===== src/rtl/vector_point_reader.sv =====
// vector_point_reader: walks a point frame buffer and drives X/Y DACs plus beam blanking.
// Optional macro VECTOR_SLEW_EN adds a SLEW state that ramps x_ch/y_ch by one LSB per clock.
module vector_point_reader #(
   parameter int ADDRESSWIDTH = 16,
   parameter int DATAWIDTH    = 18,
   parameter int OUT_WIDTH    = 8,
   parameter int CEASE_CYCLES = 64,
   parameter int MAX_POINTS   = 1000
) (
   input  logic                    clk,
   input  logic                    rst,
   input  logic                    go,
   output logic                    halt,
   output logic [ADDRESSWIDTH-1:0] addr,
   input  logic [DATAWIDTH-1:0]    data_in,
   output logic [OUT_WIDTH-1:0]    x_ch,
   output logic [OUT_WIDTH-1:0]    y_ch,
   output logic                    blank,
   output logic                    busy
);
   localparam int HOLD_N = (CEASE_CYCLES == 0) ? 1 : CEASE_CYCLES;
   localparam int CW = $clog2(HOLD_N) + 1;
   localparam logic [CW-1:0] HOLD_LAST = CW'(HOLD_N - 1);
   localparam logic [ADDRESSWIDTH-1:0] LAST_ADDR = ADDRESSWIDTH'(MAX_POINTS - 1);

`ifdef VECTOR_SLEW_EN
   typedef enum logic [2:0] {IDLE, FETCH, WAIT, HOLD, DONE, SLEW} state_t;
`else
   typedef enum logic [2:0] {IDLE, FETCH, WAIT, HOLD, DONE} state_t;
`endif

   state_t state, state_n;
   logic [CW-1:0] cnt;
   logic eof, hold_end;
   logic [OUT_WIDTH-1:0] dx, dy;

   assign eof      = data_in[17];
   assign dx       = OUT_WIDTH'(data_in[15:8]);
   assign dy       = OUT_WIDTH'(data_in[7:0]);
   assign hold_end = (cnt == HOLD_LAST);
   assign halt     = (state == DONE);
   assign busy     = (state != IDLE);

`ifdef VECTOR_SLEW_EN
   logic [OUT_WIDTH-1:0] tx, ty, sx, sy;
   assign sx = (x_ch < tx) ? x_ch + 1'b1 : (x_ch > tx) ? x_ch - 1'b1 : x_ch;
   assign sy = (y_ch < ty) ? y_ch + 1'b1 : (y_ch > ty) ? y_ch - 1'b1 : y_ch;
`endif

   // state register
   always_ff @(posedge clk or posedge rst) begin
      if (rst) state <= IDLE;
      else     state <= state_n;
   end

   // next-state decode; the frame runs to completion regardless of go once started
   always_comb begin
      state_n = state;
      case (state)
         IDLE:  if (go) state_n = FETCH;
         FETCH: state_n = WAIT;
`ifdef VECTOR_SLEW_EN
         WAIT:  state_n = eof ? DONE : (x_ch == dx && y_ch == dy) ? HOLD : SLEW;
         SLEW:  if (sx == tx && sy == ty) state_n = HOLD;
`else
         WAIT:  state_n = eof ? DONE : HOLD;
`endif
         HOLD:  if (hold_end) state_n = (addr == LAST_ADDR) ? DONE : FETCH;
         DONE:  state_n = IDLE;
         default: state_n = IDLE;
      endcase
   end

   // datapath: point load, hold counting, address advance; entering DONE rewinds and blanks
   always_ff @(posedge clk or posedge rst) begin
      if (rst) begin
         addr  <= '0;
         x_ch  <= '0;
         y_ch  <= '0;
         blank <= 1'b1;
         cnt   <= '0;
`ifdef VECTOR_SLEW_EN
         tx    <= '0;
         ty    <= '0;
`endif
      end else begin
         case (state)
            WAIT: if (!eof) begin
               blank <= data_in[16];
`ifdef VECTOR_SLEW_EN
               tx    <= dx;
               ty    <= dy;
`else
               x_ch  <= dx;
               y_ch  <= dy;
`endif
            end
`ifdef VECTOR_SLEW_EN
            SLEW: begin
               x_ch <= sx;
               y_ch <= sy;
            end
`endif
            HOLD: begin
               cnt <= hold_end ? '0 : cnt + 1'b1;
               if (hold_end && addr != LAST_ADDR) addr <= addr + 1'b1;
            end
            default: ;
         endcase
         if (state_n == DONE) begin
            addr  <= '0;
            blank <= 1'b1;
         end
      end
   end
endmodule

===== config.mk =====
export PLATFORM = sky130hd
export DESIGN_NAME = vector_point_reader
export DESIGN_NICKNAME = d
export VERILOG_FILES = /design/src/rtl/vector_point_reader.sv
export SDC_FILE = /design/constraint.sdc
export NUM_CORES = 1
export LEC_CHECK = 0
export BUFFER_PORTS_ARGS = -buffer_cell sky130_fd_sc_hd__clkbuf_2
export CORE_ASPECT_RATIO = 0.5
export CORE_UTILIZATION = 52
export DETAILED_ROUTE_END_ITERATION = 6
export PLACE_DENSITY = 0.82
export SLEW_MARGIN = 15
export SYNTH_ARGS = -nofsm -noshare
export SYNTH_HDL_FRONTEND = slang
export SYNTH_SLANG_ARGS = --single-unit

===== constraint.sdc =====
create_clock -name clk -period 2.8 [get_ports clk]
set_input_delay 0.56 -clock clk [delete_from_list [all_inputs] [get_ports clk]]
set_output_delay 0.56 -clock clk [all_outputs]
set_load 0.005 [all_outputs]

==> results.yml <==
logic_synthesis:
  ys_seq_area_share_pct: 51.9
  synth-edff-count: 0
  ys.warnings.count: 0
  postSynth.asyncResetShare_pct: 100
  postSynthAreaPerCell_sq_um: 10.9
  ys_seq_elements: 43
  yosysMostFrequentCell: "dfrtp_1"
  netlist_area_sq_mm: 0.00207
  synth_top_area_share_pct: 50.7
  synthTopCellsByArea: "dfrtp_1 51%, mux2_2 8.7%, a21oi_1 3.9%"
  netlist_instances: 191
  synth_cell_types: 41
  syn_nets: 214
  ys.flop_type: "dfrtp_1"
  synth_common_cells: "42 x dfrtp_1, 17 x nand2_1, 16 x a21oi_1, 16 x mux2_2"
  yosysTopAreaCell: "dfrtp_1"
clock_network:
  post-cts-setup-buffers: 0
  worstSkewPairLatency_ps: 290
  cts_buffer_depth: 2
  h-tree-depth: 2
  cts-hold-fix-buffers: 0
  cts_resized: 0
  clock-sinks: 43
  clkTransAtPathRegs_ps: 80
  numCtsBuffers: 5
  ctsRootBufferMaster: "clkbuf_8"
  cts_tree: "built"
routing:
  via_per_inst: 5.60
  dr.pass1.iters: 4
  ant_nets: 0
  num_vias: 1679
  wl_um: 4210
  wire_per_inst_um: 14.0
  drt-initial-drc-count: 93
  drc: 0
setup_path:
  critPathCaptureType: "flop"
  required_ps: 2980
  cp_max_fo: 12
  worstSetupStartpointType: "flop"
  worstPathArrival_ps: 2640
  setup.worst_path.class: "flop to flop"
  rrSetupSlack_ps: 340
timing:
  max_slew_margin_pct: 47.9
  finalClockSkew_ps: 7.13
  fin_setup_tns_ps: 0
  rsz0062_at_grt: "false"
  fmax_mhz: 406
  period_needed_ps: 2460
  slew_viol_final: 0
  layout_setup_ws_ps: 339
  setup_violations: 0
  tightest_slew_ps: 781
  layout_worst_path_cycle_share_pct: 87.9
  hold_viol_final: 0
layout:
  syn2layout_area_growth_pct: 19.2
  nets: 271
  fill_cells: 282
  layout-drive-gt1-share_pct: 34.5
  seqCellArea_sq_mm: 0.00108
  multi_input_area_sq_um: 933
  antenna_cells: 0
placed_design:
  gp_congestion: 0.762
  preCtsSetupSlack_ps: 341
  port-buffer-count: 55
  post-dp-hpwl_um: 3030
die:
  die_x_um: 91.3
  die_h_um: 46.7
  io_pins: 56
  die_area_sq_mm: 0.00426
  start_util_pct: 57.3
  coreArea_sq_mm: 0.00362
  rows: 15
pwr:
  finalPower_uw: 1900
  power_leakage_uw: 0.00115
  p_per_area_mw_per_mm2: 767
  vdd_ir_drop_max_mv: 0.554
global_route:
  grt_pass1_vias: 1466
  antenna_found_initial: 0
  grt_pass1_wl_um: 6800
  overflow: 0
  track_usage_pct: 21.3
  grt_max_degree: 44
worst_hold_path:
  min_path_type: "input port to asynchronous set/reset pin"
flow_run:
  max-cap-violations: 0
status:
  run_status: "finished, final reports clean"
-- worst paths after layout --
path                            cells past startpoint  startpoint        to
worst min-delay path                                3         rst   y_ch[7]
min in group clk                                    2          go  state[0]
worst max register to register                      6     addr[0]   addr[3]
worst min register to register                      1     y_ch[7]   y_ch[7]
max in group asynchronous                           3         rst   x_ch[5]
worst max-delay path                                6     addr[0]   addr[3]
-- critical path, cell delays in order, from the launching register on --
cell and delay, ps:
dfrtp_1 420, ha_1 230, or4bb_1 510, or4_4 550, o31ai_4 320, buf_4 250
a21oi_1 60
-- metrics by stage --
step	area (sq um)	util (%)	cells	hold WS, ps
5_1_grt	2470	68.3	300	426
3_5_place_dp	2390	66.0	292	496
6_report	2470	68.3	300	367
3_3_place_gp	2390	66.0	292	487
2_1_floorplan	2070	-	191	468
4_1_cts	2470	68.3	300	398
-- routing by layer --
metal  vias up  track usage [%]  share of wire, %
li1        825                -                 -
met1       794             28.6                47
met2        57             34.2                46
met3         3             5.94               6.6
met4         0             6.98              0.40
met5         -                0                 0
-- where the power goes --
group	total [uW]	internal (uW)	switching, uW
Clock	384	175	209
Sequential	947	804	142
Combinational	565	312	253
Total	1900	1290	604
-- layout by cell type, fill, tap and decap left out, drive strengths merged, types with 2 or more instances in the layout --
cell type / synthesis / layout
or4: 10 / 10
a21oi: 16 / 16
or3: 6 / 6
xnor2: 3 / 3
o21ai: 11 / 11
inv: 5 / 5
ha: 2 / 2
nand3: 11 / 11
clkbuf: 4 / 62
and3b: 2 / 2
o31ai: 7 / 7
mux2i: 2 / 2
nand3b: 2 / 2
nor4: 2 / 2
nor2: 5 / 5
buf: 4 / 3
nand2b: 2 / 2
a211o: 2 / 2
nand2: 17 / 17
mux2: 16 / 16
nand4: 3 / 3
dfrtp: 42 / 42
and3: 5 / 5
-- flip-flops by register name, indices dropped and copies added (netlist names) --
register  count
addr         16
x_ch          8
y_ch          8
cnt           7
state         3
blank         1
-- kinds of logic (layout without fill, tap and decap cells) --
| family | Yosys count | in the layout | synth area share (%) |
|---|---|---|---|
| simple gates | 72 | 72 | 20.8 |
| flops | 43 | 43 | 51.9 |
| compound gates | 39 | 39 | 11.6 |
| mux | 18 | 18 | 9.65 |
| buf+inv | 13 | 71 | 3.08 |
| xor+xnor | 4 | 4 | 1.69 |
| fa+ha+maj | 2 | 2 | 1.21 |
-- layout make-up --
type,count,share of cell area (%)
clock inverter,1,0.202
timing repair buffer,58,12.0
sequential,43,43.6
tap,51,2.58
multi-input combinational,135,37.8
clock buffer,7,3.09
inverter,5,0.759
No activity file was read; power rests on OpenSTA's default activity.
